## src/rtl/seq_shifter_pkg.sv

```systemverilog
// Shared definitions for the sequential shifter: op encodings and FSM states.
package seq_shifter_pkg;

  localparam logic [1:0] OP_SLL = 2'b00;
  localparam logic [1:0] OP_SRL = 2'b01;
  localparam logic [1:0] OP_SRA = 2'b10;

  typedef enum logic [1:0] {
    StIdle,
    StShift,
    StDone
  } state_e;

endpackage

```

## src/rtl/seq_shifter_shift_step.sv

```systemverilog
// One combinational shift step: acc shifted by k (k <= STEP) in the direction given by op.
// Build option SEQ_SHIFTER_SRA_EN adds the arithmetic-right path filled with the latched sign.
module shift_step
  import seq_shifter_pkg::*;
#(
  parameter int unsigned WIDTH = 32,
  parameter int unsigned KW    = 6
) (
  input  logic [WIDTH-1:0] acc,
  input  logic [KW-1:0]    k,
  input  logic [1:0]       op,
`ifdef SEQ_SHIFTER_SRA_EN
  input  logic             sign,
`endif
  output logic [WIDTH-1:0] acc_next
);

`ifdef SEQ_SHIFTER_SRA_EN
  logic [WIDTH-1:0] fill_mask;

  // Top k bits set; these receive the sign bit on an arithmetic shift.
  always_comb begin
    fill_mask = ~({WIDTH{1'b1}} >> k);
  end

  // Select the shift flavour; op[1] overrides the direction bit.
  always_comb begin
    acc_next = acc;
    if (op[1]) begin
      acc_next = (acc >> k) | (fill_mask & {WIDTH{sign}});
    end else if (op == OP_SRL) begin
      acc_next = acc >> k;
    end else begin
      acc_next = acc << k;
    end
  end
`else
  // Without the arithmetic path only the direction bit matters.
  logic unused_op_hi;
  assign unused_op_hi = op[1];

  // Logical shift, zero fill in both directions.
  always_comb begin
    acc_next = acc;
    if (op[0]) begin
      acc_next = acc >> k;
    end else begin
      acc_next = acc << k;
    end
  end
`endif

endmodule

```

## src/rtl/seq_shifter.sv

```systemverilog
// Multi-cycle logical shift unit with valid/ready request and result ports.
// Shifts STEP bits per busy cycle. Define SEQ_SHIFTER_SRA_EN to make op=1x an arithmetic
// right shift; otherwise op[1] is ignored.
module seq_shifter
  import seq_shifter_pkg::*;
#(
  parameter int unsigned WIDTH   = 32,
  parameter int unsigned SHAMT_W = $clog2(WIDTH),
  parameter int unsigned STEP    = 1
) (
  input  logic               clk,
  input  logic               rst,
  input  logic               in_valid,
  output logic               in_ready,
  input  logic [WIDTH-1:0]   a,
  input  logic [SHAMT_W-1:0] b,
  input  logic [1:0]         op,
  output logic               out_valid,
  input  logic               out_ready,
  output logic [WIDTH-1:0]   result,
  output logic               busy
);

  // One extra bit so STEP == WIDTH is representable as a step amount.
  localparam int unsigned  KW     = SHAMT_W + 1;
  localparam logic [KW-1:0] STEP_K = KW'(STEP);

  state_e             state_q;
  logic [WIDTH-1:0]   acc_q;
  logic [SHAMT_W-1:0] cnt_q;
  logic [1:0]         op_q;
`ifdef SEQ_SHIFTER_SRA_EN
  logic               sign_q;
`endif

  logic [KW-1:0]    cnt_ext;
  logic [KW-1:0]    k;
  logic [KW-1:0]    cnt_rem;
  logic [WIDTH-1:0] acc_next;

  // Step size is the remaining count, capped at STEP.
  always_comb begin
    cnt_ext = {1'b0, cnt_q};
    k       = (cnt_ext >= STEP_K) ? STEP_K : cnt_ext;
    cnt_rem = cnt_ext - k;
  end

  shift_step #(
    .WIDTH (WIDTH),
    .KW    (KW)
  ) u_shift_step (
    .acc      (acc_q),
    .k        (k),
    .op       (op_q),
`ifdef SEQ_SHIFTER_SRA_EN
    .sign     (sign_q),
`endif
    .acc_next (acc_next)
  );

  // FSM, datapath registers and registered handshake outputs.
  always_ff @(posedge clk) begin
    if (rst) begin
      state_q   <= StIdle;
      acc_q     <= '0;
      cnt_q     <= '0;
      op_q      <= OP_SLL;
`ifdef SEQ_SHIFTER_SRA_EN
      sign_q    <= 1'b0;
`endif
      in_ready  <= 1'b1;
      out_valid <= 1'b0;
      busy      <= 1'b0;
      result    <= '0;
    end else begin
      unique case (state_q)
        StIdle: begin
          if (in_valid) begin
            acc_q    <= a;
            cnt_q    <= b;
`ifdef SEQ_SHIFTER_SRA_EN
            op_q     <= op;
            sign_q   <= a[WIDTH-1];
`else
            op_q     <= {1'b0, op[0]};
`endif
            in_ready <= 1'b0;
            busy     <= 1'b1;
            if (b == '0) begin
              state_q   <= StDone;
              out_valid <= 1'b1;
              result    <= a;
            end else begin
              state_q <= StShift;
            end
          end
        end
        StShift: begin
          acc_q <= acc_next;
          cnt_q <= cnt_rem[SHAMT_W-1:0];
          if (cnt_rem == '0) begin
            state_q   <= StDone;
            out_valid <= 1'b1;
            result    <= acc_next;
          end
        end
        StDone: begin
          // Result stays put until the consumer takes it; no new accept this cycle.
          if (out_ready) begin
            state_q   <= StIdle;
            out_valid <= 1'b0;
            busy      <= 1'b0;
            in_ready  <= 1'b1;
          end
        end
        default: begin
          state_q <= StIdle;
        end
      endcase
    end
  end

endmodule

```

## config.mk

```make
export PLATFORM = sky130hd
export DESIGN_NAME = seq_shifter
export DESIGN_NICKNAME = d
export VERILOG_FILES = /design/src/rtl/seq_shifter_pkg.sv /design/src/rtl/seq_shifter_shift_step.sv /design/src/rtl/seq_shifter.sv
export SDC_FILE = /design/constraint.sdc
export NUM_CORES = 1
export LEC_CHECK = 0
export ABC_AREA = 1
export CORE_ASPECT_RATIO = 0.6
export CORE_MARGIN = 10
export CORE_UTILIZATION = 40
export CTS_BUF_LIST = sky130_fd_sc_hd__clkbuf_2 sky130_fd_sc_hd__clkbuf_4 sky130_fd_sc_hd__clkbuf_8
export DETAILED_ROUTE_END_ITERATION = 6
export GPL_ROUTABILITY_DRIVEN = 0
export HOLD_SLACK_MARGIN = 0.12
export SLEW_MARGIN = 10
export SYNTH_ARGS = -nofsm -noshare
export SYNTH_HDL_FRONTEND = slang
export SYNTH_SLANG_ARGS = --single-unit
export TNS_END_PERCENT = 10
```

## constraint.sdc

```tcl
create_clock -name clk -period 3.1 [get_ports clk]
set_input_delay 0.465 -clock clk [delete_from_list [all_inputs] [get_ports clk]]
set_output_delay 0.465 -clock clk [all_outputs]
set_load 0.02 [all_outputs]
```

==> results.cfg <==
[synth]
ys_seq_area_share_pct = 37.5
yosysTopAreaCellShare_pct = 37.5
syn_nets = 692
synth_adder_area_share_pct = 0.625
synth.most_common_cell = nor2_1
ys_warn_count = 0
synth.distinct_cells = 24
synth_edf_count = 0
avgSynthCellArea_sq_um = 6.18
yosys.area_share.simple_pct = 32.3
netlist_instances = 647
synth_common_cells = 134 x nor2_1, 125 x nand2_1, 75 x dfxtp_1
synth_xor_area_share_pct = 0
synth_area_sq_um = 4000
yosys.area.top_type = dfxtp_1
muxShareOfSynthArea_pct = 0
synthFlopType = dfxtp_1
synth-compound-area-share_pct = 18.1
synth_top_family_by_area = simple AND/OR/NAND/NOR gates
synth.area.top_cells = dfxtp_1 38%, nor2_1 13%, nand2_1 12%
synthArstFlopShare_pct = 0
synth.ff_latch_count = 75

[clocking]
numClockSinks = 75
clk_latency_ns = 0.36
root_buffer = clkbuf_8
cts_buffers = 9
cts_resized = 0
clockBufferDepth = 2
cts.clk_slew.worst_paths_ns = 0.07
cts_setup_buffers = 0
ctsHoldBuffers = 0
cts-htree-levels = 3
cts_tree = done

[timing]
worstMarginPinSlew_ns = 0.852
hold_viol_final = 0
final.setup.tns_ns = 0
final-setup-viol-count = 0
clock_skew_ns = 0.0112
fin_crit_ns = 2.49
final_max_slew_viol_count = 0
rsz0062_at_grt = no
worst_slack_ns = 0.610
min_period_over_period_pct = 80.3
max_slew_margin_pct = 43.2
fmax_mhz = 402

[floorplan]
core_sq_um = 9810
rows = 28
initial_core_util_pct = 40.8
die_h_microns = 97.5
die_area_sq_um = 14500
num_io_pins = 78
die_w_microns = 149

[setup_path]
required_ns = 3.34
critPathLaunchType = flip-flop
worstSetupEndpointType = flip-flop
cp_max_fo = 64
arrival_ns = 2.73
critPathKind = flip-flop to flip-flop

[power_and_ir_drop]
powerDensity_nw_per_um2 = 677
swShare_pct = 39.9
power_frac_comb_pct = 40.2
p_clk_share_pct = 22.1
p_leak_uw = 0.00223
p_switching_uw = 1350
p_seq_share_pct = 37.7
p_int_uw = 2040
vdd_ir_drop_max_uv = 338

[run_status]
status = finished, final reports clean

[route]
vias_per_cell = 4.92
drcViolationCount = 0
drt_iter0_drc = 203
route.vias.total = 4134
avgRoutedWirePerCell_microns = 14.0
ant_nets = 0
firstDrtPassIters = 5
wl_microns = 11800

[cells_and_area]
final_layout_size_suffix_gt1_share_pct = 5.11
layout.nets = 747
nFillCells = 1039
fin_util_pct = 51.0
insertedDiodeCount = 0
area_delta_synth_final_pct = 25.1

[global_route]
grt_pass1_wl_microns = 19400
grtUsageTotal_pct = 16.2
antenna_found_initial = 0
gr-total-overflow = 0
grt_pass1_vias = 3805
grt_max_degree = 65

[run]
cap_violations = 0

[placed_design]
post-place-ws_ns = 0.597
io_buffers = 76
dpl.hpwl_microns = 7760

[hold_path]
hp-class = flip-flop to flip-flop
## cells in the final DEF (no fill, tap or decap)
| cell | count |
|---|---|
| a211oi_1 | 3 |
| nand2_2 | 1 |
| clkbuf_8 | 10 |
| nor2_2 | 1 |
| bufinv_16 | 1 |
| nand3_1 | 50 |
| nor2_1 | 133 |
| dfxtp_1 | 75 |
| nor3_1 | 1 |
| inv_1 | 69 |
| a21oi_4 | 1 |
| or2_2 | 4 |
| clkdlybuf4s50_1 | 76 |
| o22ai_1 | 2 |
| nand4_1 | 2 |
| nand2_1 | 125 |
| clkbuf_4 | 1 |
| o21ai_0 | 67 |
| ha_1 | 2 |
| a21oi_1 | 51 |
| nand2_4 | 1 |
| o21bai_1 | 1 |
| inv_2 | 3 |
| clkinv_2 | 2 |
| a31oi_1 | 12 |
| buf_4 | 10 |
| nor2_4 | 1 |
## cells by family (layout without fill, tap and decap cells)
family	after synthesis	count (layout)
buf+inv	114	172
fa+ha+maj	2	2
flops	75	75
simple gates	319	319
compound gates	137	137
## worst max-delay path: stages, from the launching register on
cell and delay (ns):
dfxtp_1 0.37, inv_1 0.09, nand3_1 0.13, nor2_2 0.06, nor2_1 0.16, ha_1 0.25, inv_1 0.05, nand2_1 0.08
nand3_1 0.07, nor2_1 0.10, nand2_1 0.06, nand2_1 0.19, nand2_4 0.42, nor2_1 0.28, nor2_1 0.07
## metal layers
metal / vias up / wire [microns] / track usage (%)
met3: 10 / 1040 / 6.42
met5: - / 0 / 0
met4: 0 / 76 / 3.68
met2: 120 / 4750 / 22.3
li1: 2166 / - / -
met1: 1838 / 5880 / 22.7
## state kept, by name, summed over array words and instances (netlist names)
| signal | cells |
|---|---|
| cnt_q | 5 |
| in_ready | 1 |
| state_q | 2 |
| op_q | 1 |
| out_valid | 1 |
| result | 32 |
| busy | 1 |
| acc_q | 32 |
## metrics by stage
stage	total power [uW]	cells	hold slack, ns	area, sq um
4_1_cts	3420	840	0.462	5010
6_report	3390	840	0.461	5010
5_1_grt	3670	840	0.476	5010
3_3_place_gp	2640	826	0.442	4820
3_5_place_dp	2650	826	0.451	4820
2_1_floorplan	2230	647	0.516	4000
## path summary, 6_finish.rpt
path                            startpoint          to  slack [ns]  depth (start not counted)
worst max-delay path              cnt_q[2]  result[15]        0.61                         14
worst min-delay path             out_valid   out_valid        0.46                          2
worst max register to register    cnt_q[2]  result[15]        0.61                         14
worst min register to register   out_valid   out_valid        0.46                          2
## power groups by stage
stage | sequential (uW) | clock, uW | combinational (uW)
finish | 1280 | 751 | 1360
global route | 1300 | 813 | 1550
CTS | 1280 | 773 | 1370
detailed placement | 1300 | 0 | 1360
global placement | 1290 | 0 | 1340
floorplan | 1350 | 0 | 871
## cell type report
class / instances / area, sq um / area share [%]
multi-input cells: 458 / 2050 / 40.9
flip-flops and latches: 75 / 1500 / 30.0
repair buffers: 86 / 836 / 16.7
inverters: 72 / 270 / 5.40
well taps: 135 / 169 / 3.37
clock buffers: 11 / 145 / 2.90
clock inverters: 3 / 40.0 / 0.800
(Power assumes the default switching activity.)
